File: src/rtl/counter_arbiter.sv
// Two-requester round-robin front end for a shared up/down/load/preset counter.
// Optional saturation guard: define COUNTER_ARB_SATGUARD_EN.
module counter_arbiter #(
   parameter int N = 8
) (
   input  logic         clk,
   input  logic         reset,
   input  logic         a_valid,
   input  logic [1:0]   a_op,
   input  logic [N-1:0] a_data,
   output logic         a_ready,
   input  logic         b_valid,
   input  logic [1:0]   b_op,
   input  logic [N-1:0] b_data,
   output logic         b_ready,
   output logic         cnt_en,
   output logic         cnt_up,
   output logic         cnt_down,
   output logic         cnt_load,
   output logic         cnt_preset,
   output logic [N-1:0] cnt_ldata,
   input  logic [N-1:0] cnt_value,
   input  logic         cnt_max,
   input  logic         cnt_min,
   output logic         rsp_valid,
   output logic         rsp_id,
   output logic [N-1:0] rsp_count,
   output logic         rsp_err
);

   typedef enum logic [1:0] {
      S_IDLE   = 2'd0,
      S_ISSUE  = 2'd1,
      S_SETTLE = 2'd2,
      S_RESP   = 2'd3
   } state_t;

   typedef enum logic [1:0] {
      OP_UP     = 2'b00,
      OP_DOWN   = 2'b01,
      OP_LOAD   = 2'b10,
      OP_PRESET = 2'b11
   } op_t;

   state_t       r_state;
   state_t       w_next;
   logic         r_last;      // 1: B was granted last, so A wins a tie
   logic [1:0]   r_op;
   logic [N-1:0] r_data;
   logic         r_id;
   logic         r_rsp_id;
   logic [N-1:0] r_rsp_count;
   logic         w_a_grant;
   logic         w_b_grant;
   logic         w_guard;

   // Reset gates the grants so ready stays low while reset is held.
   assign w_a_grant = reset && a_valid && (!b_valid || r_last);
   assign w_b_grant = reset && b_valid && (!a_valid || !r_last);

`ifdef COUNTER_ARB_SATGUARD_EN
   logic r_err;
   logic r_rsp_err;

   assign w_guard = (r_state == S_ISSUE) &&
                    (((r_op == OP_UP) && cnt_max) || ((r_op == OP_DOWN) && cnt_min));
   assign rsp_err = r_rsp_err;

   always_ff @(posedge clk or negedge reset) begin
      if (!reset) begin
         r_err     <= 1'b0;
         r_rsp_err <= 1'b0;
      end else begin
         if (r_state == S_ISSUE)  r_err     <= w_guard;
         if (r_state == S_SETTLE) r_rsp_err <= r_err;
      end
   end
`else
   logic w_unused;

   assign w_guard  = 1'b0;
   assign rsp_err  = 1'b0;
   assign w_unused = cnt_max | cnt_min;
`endif

   always_ff @(posedge clk or negedge reset) begin
      if (!reset) r_state <= S_IDLE;
      else        r_state <= w_next;
   end

   always_comb begin
      w_next     = r_state;
      a_ready    = 1'b0;
      b_ready    = 1'b0;
      cnt_en     = 1'b0;
      cnt_up     = 1'b0;
      cnt_down   = 1'b0;
      cnt_load   = 1'b0;
      cnt_preset = 1'b0;
      cnt_ldata  = '0;
      rsp_valid  = 1'b0;
      case (r_state)
         S_IDLE: begin
            a_ready = w_a_grant;
            b_ready = w_b_grant;
            if (w_a_grant || w_b_grant) w_next = S_ISSUE;
         end
         S_ISSUE: begin
            cnt_ldata = r_data;
            if (!w_guard) begin
               cnt_en = 1'b1;
               case (r_op)
                  OP_UP:   cnt_up     = 1'b1;
                  OP_DOWN: cnt_down   = 1'b1;
                  OP_LOAD: cnt_load   = 1'b1;
                  default: cnt_preset = 1'b1;
               endcase
            end
            w_next = S_SETTLE;
         end
         S_SETTLE: w_next = S_RESP;
         S_RESP: begin
            rsp_valid = 1'b1;
            w_next    = S_IDLE;
         end
         default: w_next = S_IDLE;
      endcase
   end

   always_ff @(posedge clk or negedge reset) begin
      if (!reset) begin
         r_last      <= 1'b1;
         r_op        <= 2'b00;
         r_data      <= '0;
         r_id        <= 1'b0;
         r_rsp_id    <= 1'b0;
         r_rsp_count <= '0;
      end else begin
         if ((r_state == S_IDLE) && (w_a_grant || w_b_grant)) begin
            r_id   <= w_b_grant;
            r_last <= w_b_grant;
            r_op   <= w_b_grant ? b_op   : a_op;
            r_data <= w_b_grant ? b_data : a_data;
         end
         // Response fields are separate from the command latch so they hold until the next RESP.
         if (r_state == S_SETTLE) begin
            r_rsp_count <= cnt_value;
            r_rsp_id    <= r_id;
         end
      end
   end

   assign rsp_id    = r_rsp_id;
   assign rsp_count = r_rsp_count;

endmodule
File: config.mk
export PLATFORM = sky130hd
export DESIGN_NAME = counter_arbiter
export DESIGN_NICKNAME = d
export VERILOG_FILES = /design/src/rtl/counter_arbiter.sv
export SDC_FILE = /design/constraint.sdc
export NUM_CORES = 1
export LEC_CHECK = 0
export CAP_MARGIN = 20
export CORE_MARGIN = 1
export CORE_UTILIZATION = 30
export CTS_CLUSTER_DIAMETER = 30
export DETAILED_ROUTE_END_ITERATION = 12
export DONT_BUFFER_PORTS = 1
export PLACE_DENSITY = 0.54
export SLEW_MARGIN = 20
export SYNTH_ARGS = -nofsm -noshare
export SYNTH_HDL_FRONTEND = slang
export SYNTH_SLANG_ARGS = --single-unit
File: constraint.sdc
create_clock -name clk -period 3.5 [get_ports clk]
set_input_delay 0.7 -clock clk [delete_from_list [all_inputs] [get_ports clk]]
set_output_delay 0.7 -clock clk [all_outputs]
set_load 0.01 [all_outputs]
Word level (Yosys, flattened, before mapping)

Index checks and enable logic that the tools add are counted.

Flip-flop bits (word level): 23
Bits of input ports: 34
Output and inout bits: 26
Logic and storage cells: 44

Equal/unequal tests: 6
Multiplexer cells: 17
Reduce and logical (&&, ||, !) cells: 14

Operators by type and width:

| kind                                          | number |
|---|---|
| two-way mux 8 bit                             | 2 |
| two-way mux 1 bit                             | 12 |
| case mux 2 bit (4 select lines)               | 1 |
| == test 2 bit, second input constant          | 3 |
| logical AND 1 bit                             | 5 |
| == test 2 x 1 -> 1 bit, second input constant | 2 |
| logical NOT 2 bit                             | 2 |
| two-way mux 2 bit                             | 2 |
| logical NOT 1 bit                             | 3 |
| logical OR 1 bit                              | 3 |
| OR reduction 3 bit                            | 1 |
| inequality test 2 bit, second input constant  | 1 |

Logic depth before layout (Yosys ltp)

Gate-level depths: netlist (run 1).

Word-level depth: 6
Depth in mapped cells: 7
Depth with buffers taken out: 5

Worst setup path after synthesis (run 1)

OpenSTA, ideal clock, no wires.

Kind: input -> output
Start: in a_valid
End: out b_ready
Data arrival time: 1.198 ns
Required time: 2.800 ns
Slack: 1.602 ns
Cell stages on the path: 3
Buffers on the path: 0
Path through: and2_2 -> nor2_1 -> and2_1

Longest elaborated chain between the ends: 4

Ends and longest elaborated chain:

| item               | line | source |
|---|---|---|
| start: declaration | 8    | `input logic a_valid,` |
| logical NOT 1 bit  | 59   | `assign w_b_grant = reset && b_valid && (!a_valid \|\| !r_last);` |
| logical OR 1 bit   | 59   |  |
| logical AND 1 bit  | 59   |  |
| two-way mux 1 bit  | 102  | `case (r_state)` |
| end: declaration   | 15   | `output logic b_ready,` |

Every way passes these cells.

Worst setup path in the final report (run 1)

Start: reg r_state[1]
End: out cnt_up

Longest elaborated chain between the ends: 2

Ends and longest elaborated chain:

| item                     | line | source |
|---|---|---|
| start: declaration       | 45   | `state_t r_state;` |
| start signal: assignment | 88   | `else r_state <= w_next;` |
| == test 2 x 1 -> 1 bit   | 102  |  |
| two-way mux 1 bit        | 102  |  |
| end: declaration         | 17   | `output logic cnt_up,` |

Every way passes these cells.

==> impl_metrics.json, run 1 <==
{
  "status": "completed",
  "io_pins": 60,
  "crit_arrival_ps": 1650,
  "antenna_found_initial": 0,
  "ant_nets": 0,
  "yosysWarnings": 0,
  "critical_path_required_ps": 2800,
  "nFillCells": 397,
  "dpl.hpwl_mm": 1.96,
  "crit_chain": "inv_1, ha_1, nor3b_1",
  "wl_mm": 2.72,
  "holdBufCountCts": 0,
  "finalSetupTns_ps": 0,
  "htreeDepth": 1,
  "power.share.clock_pct": 15.5,
  "globalRouteOverflowTotal": 0,
  "coreArea_mm2": 0.00380,
  "synth-seq-cells": 23,
  "power_switching_mw": 0.427,
  "syn-num-nets": 158,
  "maxCapViolCount": 0,
  "die_h_um": 66.0,
  "setup_viol": 0,
  "grtUsageTotal_pct": 13.2,
  "drv_slew": 0,
  "critPathTopFamily": "adder cells",
  "drc": 0,
  "firstDrtPassIters": 4,
  "cp-startpoint": "r_state[1]",
  "r2r-start": "r_state[0]",
  "cts_buffers": 3,
  "worstPathMaxFanout": 13,
  "worst_setup_path_start_kind": "flop",
  "clk_pin_slew_ps": 80,
  "dieArea_mm2": 0.00436,
  "grt_pass1_vias": 879,
  "clock_path_buffers": 2,
  "hold_viol": 0,
  "syn_area_mm2": 0.00123,
  "cts_sinks": 23,
  "antenna_cells": 0,
  "rows": 22,
  "cp_slowest_cell": "ha_1",
  "max_freq_mhz": 426,
  "final_common_cell": "dfrtp_1",
  "yosysTopAreaCell": "dfrtp_1",
  "nets": 152,
  "cts_tree": "done",
  "final_cell_mix": "dfrtp_1, nor2_1, o21ai_1, a31oi_1",
  "tightest_slew_ps": 543,
  "multi_input_comb_area_um2": 569,
  "intPower_mw": 0.653,
  "rr_endpoint": "r_data[4]",
  "gp_congestion": 0.691,
  "relSlewSlack_pct": 63.8,
  "syn-instance-count": 120,
  "vias_per_cell": 5.36,
  "totalPowerFinal_mw": 1.08,
  "yosysSeqAreaShare_pct": 46.9,
  "grt_pass1_wl_mm": 4.24,
  "p_comb_share_pct": 36.9,
  "grt_max_degree": 39,
  "period_minus_slack_ps": 2350,
  "clock_latency_ps": 270,
  "path_class": "reg2out",
  "synth_cell_type_count": 25,
  "areaGrowthSynthToFinish_pct": 3.36,
  "r2r_cells": 5,
  "regArea_um2": 577,
  "cts_setup_buffers": 0,
  "rsz0062_at_grt": "no",
  "rrSetupSlack_ps": 1760,
  "power_density_mw_per_mm2": 851,
  "p_seq_share_pct": 47.6,
  "drtIter0Drc": 20,
  "p_leak_nw": 0.510,
  "skew_ps": 4.19,
  "start_util_pct": 32.3,
  "switching_share_pct": 39.6,
  "synth_top_area_share_pct": 44.8,
  "syn_avg_cell_area_um2": 10.2,
  "post-route-period-util_pct": 67.0,
  "drive_above_1_share_pct": 5.31,
  "crit_buf_inv": 1,
  "fp.dieW_um": 66.0,
  "worst_hold_path_type": "in2async",
  "routedWlPerCell_um": 16.9,
  "clockRootBuffer": "clkbuf_8",
  "port_buffers": 0,
  "cp_slowest_stage_delay_ps": 450,
  "cts_resized": 0,
  "ir_drop_uv": 203,
  "setup.worst_path.end_class": "output port",
  "yosys-top-cells-area": "dfrtp_1, mux2_1, o2111ai_1, a31oi_1, and2_1",
  "via_count": 863
}
==> state kept, by name, summed over array words and instances (netlist names) <==
signal     flops
r_state        2
rsp_id         1
r_data         8
r_id           1
rsp_count      8
r_last         1
r_op           2
==> worst max-delay path by stage <==
stage          depth (start not counted)      end  slack, ps
2_1_floorplan                          3  b_ready       1600
3_3_place_gp                           3  b_ready       1400
3_5_place_dp                           3  b_ready       1400
4_1_cts                                3   cnt_up       1110
5_1_grt                                3   cnt_up        980
6_report                               3   cnt_up       1150
==> Yosys cell counts <==
library cell and instances:
nand2_1 3, mux2_1 10, a21oi_1 1, o2111ai_1 10, o211a_1 1, buf_2 6, nand3_1 1, a22o_1 2
and2_1 9, nor3b_1 1, o21ai_1 11, nor2_1 13, and2_2 1, o211ai_1 1, clkbuf_1 1, and3_1 1
buf_4 3, and3b_1 1, dfrtp_1 22, inv_1 4, buf_6 1, dfstp_2 1, a31oi_1 11, conb_1 1
ha_1 4
==> stage by stage <==
step	area, um2	hold WS, ps	setup WS, ps	util (%)	instances
2_1_floorplan	1230	404	1600	-	120
3_3_place_gp	1220	405	1400	32.1	157
3_5_place_dp	1220	405	1400	32.1	157
4_1_cts	1270	112	1110	33.4	161
5_1_grt	1270	97.2	979	33.4	161
6_report	1270	120	1150	33.4	161
==> cells by family after synthesis <==
family	Yosys count	share of synthesized area (%)
AOI/OAI and AO/OA	37	20.5
adders and majority gates	4	4.07
buffers and inverters	15	6.72
DFF	23	46.9
muxes	10	9.17
other	1	0.305
and+or+nand+nor	30	12.3
==> routing by layer <==
metal	track usage, %	vias to the layer above	wire, um
met2	20.9	26	1320
met5	0	-	0
met4	9.04	0	83
met3	3.10	6	180
li1	-	419	-
met1	15.7	412	1140
==> power groups by stage <==
stage / Sequential, mW / Combinational (mW) / Clock [mW]
floorplan: 0.497 / 0.365 / 0
global placement: 0.515 / 0.388 / 0
detailed placement: 0.523 / 0.406 / 0
CTS: 0.518 / 0.406 / 0.173
global route: 0.537 / 0.451 / 0.187
finish: 0.514 / 0.398 / 0.168
==> cell type report <==
type                       count  share of cell area (%)
tap                           48                    4.73
sequential                    23                    45.4
inverter                       4                    1.18
clock buffer                   3                    3.25
clock inverter                 1                   0.591
multi-input combinational     82                    44.8
Note: power is estimated with default switching activity, not from simulation.
==> inputs of run 2 (changes only) <==
clock period = 2.2 ns   (was 3.5 ns; I/O delays follow)
==> impl_metrics.json, run 2 (synthesis gave the netlist of run 1 again) <==
{
  "dieArea_mm2": 0.00436,
  "dpl.hpwl_mm": 1.93,
  "firstDrtPassIters": 4,
  "critical_path_required_ps": 1760,
  "final_common_cell": "dfrtp_1",
  "clock_path_buffers": 2,
  "path_class": "reg2out",
  "cts_resized": 0,
  "drc": 0,
  "nets": 155,
  "status": "completed",
  "rsz0062_at_grt": "no",
  "rows": 22,
  "io_pins": 60,
  "cp_slowest_cell": "dfrtp_1",
  "vias_per_cell": 5.60,
  "ir_drop_uv": 289,
  "grt_pass1_wl_mm": 4.28,
  "critPathTopFamily": "flip-flops",
  "antenna_found_initial": 0,
  "routedWlPerCell_um": 17.3,
  "switching_share_pct": 39.4,
  "grt_max_degree": 23,
  "drtIter0Drc": 17,
  "post-route-period-util_pct": 89.9,
  "crit_arrival_ps": 1540,
  "fp.dieW_um": 66.0,
  "final_cell_mix": "dfrtp_1, nor2_1, o21ai_1, a31oi_1",
  "cp_slowest_stage_delay_ps": 420,
  "clock_latency_ps": 260,
  "max_freq_mhz": 506,
  "antenna_cells": 0,
  "clockRootBuffer": "clkbuf_8",
  "hold_viol": 0,
  "cts_tree": "done",
  "htreeDepth": 1,
  "grt_pass1_vias": 846,
  "worst_hold_path_type": "in2async",
  "finalSetupTns_ps": 0,
  "p_leak_nw": 0.524,
  "gp_congestion": 0.697,
  "cts_buffers": 3,
  "maxCapViolCount": 0,
  "tightest_slew_ps": 569,
  "p_comb_share_pct": 37.9,
  "start_util_pct": 32.3,
  "period_minus_slack_ps": 1980,
  "power_density_mw_per_mm2": 1350,
  "power.share.clock_pct": 14.9,
  "worst_setup_path_start_kind": "flop",
  "crit_chain": "inv_1, ha_1, nor3b_1",
  "power_switching_mw": 0.686,
  "p_seq_share_pct": 47.2,
  "globalRouteOverflowTotal": 0,
  "crit_buf_inv": 1,
  "setup_viol": 0,
  "areaGrowthSynthToFinish_pct": 4.89,
  "worstPathMaxFanout": 8,
  "ant_nets": 0,
  "relSlewSlack_pct": 62.0,
  "drive_above_1_share_pct": 6.03,
  "intPower_mw": 1.05,
  "cts_sinks": 23,
  "wl_mm": 2.84,
  "setup.worst_path.end_class": "output port",
  "grtUsageTotal_pct": 13.3,
  "clk_pin_slew_ps": 80,
  "die_h_um": 66.0,
  "port_buffers": 0,
  "skew_ps": 5.73,
  "drv_slew": 0,
  "via_count": 919,
  "hold_ws_ps": 133,
  "coreArea_mm2": 0.00380
}
-- run 2: stage by stage --
stage / worst slack [ps] / total power [mW] / std cells / util (%) / area, um2
after global placement: 526 / 1.45 / 158 / 32.3 / 1230
after detailed placement: 475 / 1.49 / 158 / 32.3 / 1230
final: 222 / 1.74 / 164 / 33.9 / 1290
after global routing: 59.0 / 1.89 / 164 / 33.9 / 1290
after floorplan: 636 / 1.37 / 120 / - / 1230
after CTS: 195 / 1.75 / 163 / 33.8 / 1280
-- run 2: routing by layer --
| layer | share of wire (%) | vias up | global-route usage, % | wire length (um) |
|---|---|---|---|---|
| met5 | 0 | - | 0 | 0 |
| met3 | 6.3 | 5 | 3.62 | 180 |
| met1 | 41 | 453 | 16.8 | 1160 |
| li1 | - | 428 | - | - |
| met4 | 2.0 | 0 | 6.65 | 57 |
| met2 | 51 | 33 | 20.8 | 1440 |
-- run 2: final timing paths --
check	start	endpoint	slack [ps]	cells past startpoint
worst max-delay path	r_state[1]	cnt_up	220	3
worst min-delay path	reset	r_op[0]	130	1
worst max register to register	r_state[0]	r_data[3]	460	5
worst min register to register	r_id	rsp_id	510	1
max in group asynchronous	reset	r_last	1620	1
min in group clk	cnt_value[6]	rsp_count[6]	310	1
-- run 2: layout make-up --
type	instances	area, um2
Fill cell	410	2510
Sequential cell	23	577
Multi-Input combinational cell	82	569
Tap cell	48	60.1
Clock buffer	4	45.0
Timing Repair Buffer	3	22.5
Inverter	4	15.0
-- run 2: what timing repair did --
action | CTS | global route
endpoints found under the setup margin | 0 | 0
hold buffers | 1 | 1
setup buffers | 0 | 0
hold endpoints to repair | 22 | 1
-- run 2: power by group through the flow --
stage / clock, mW / sequential, mW / combinational, mW
2_1_floorplan: 0 / 0.790 / 0.580
3_3_place_gp: 0 / 0.818 / 0.629
3_5_place_dp: 0 / 0.834 / 0.653
4_1_cts: 0.263 / 0.825 / 0.666
5_1_grt: 0.289 / 0.855 / 0.745
6_report: 0.259 / 0.819 / 0.659
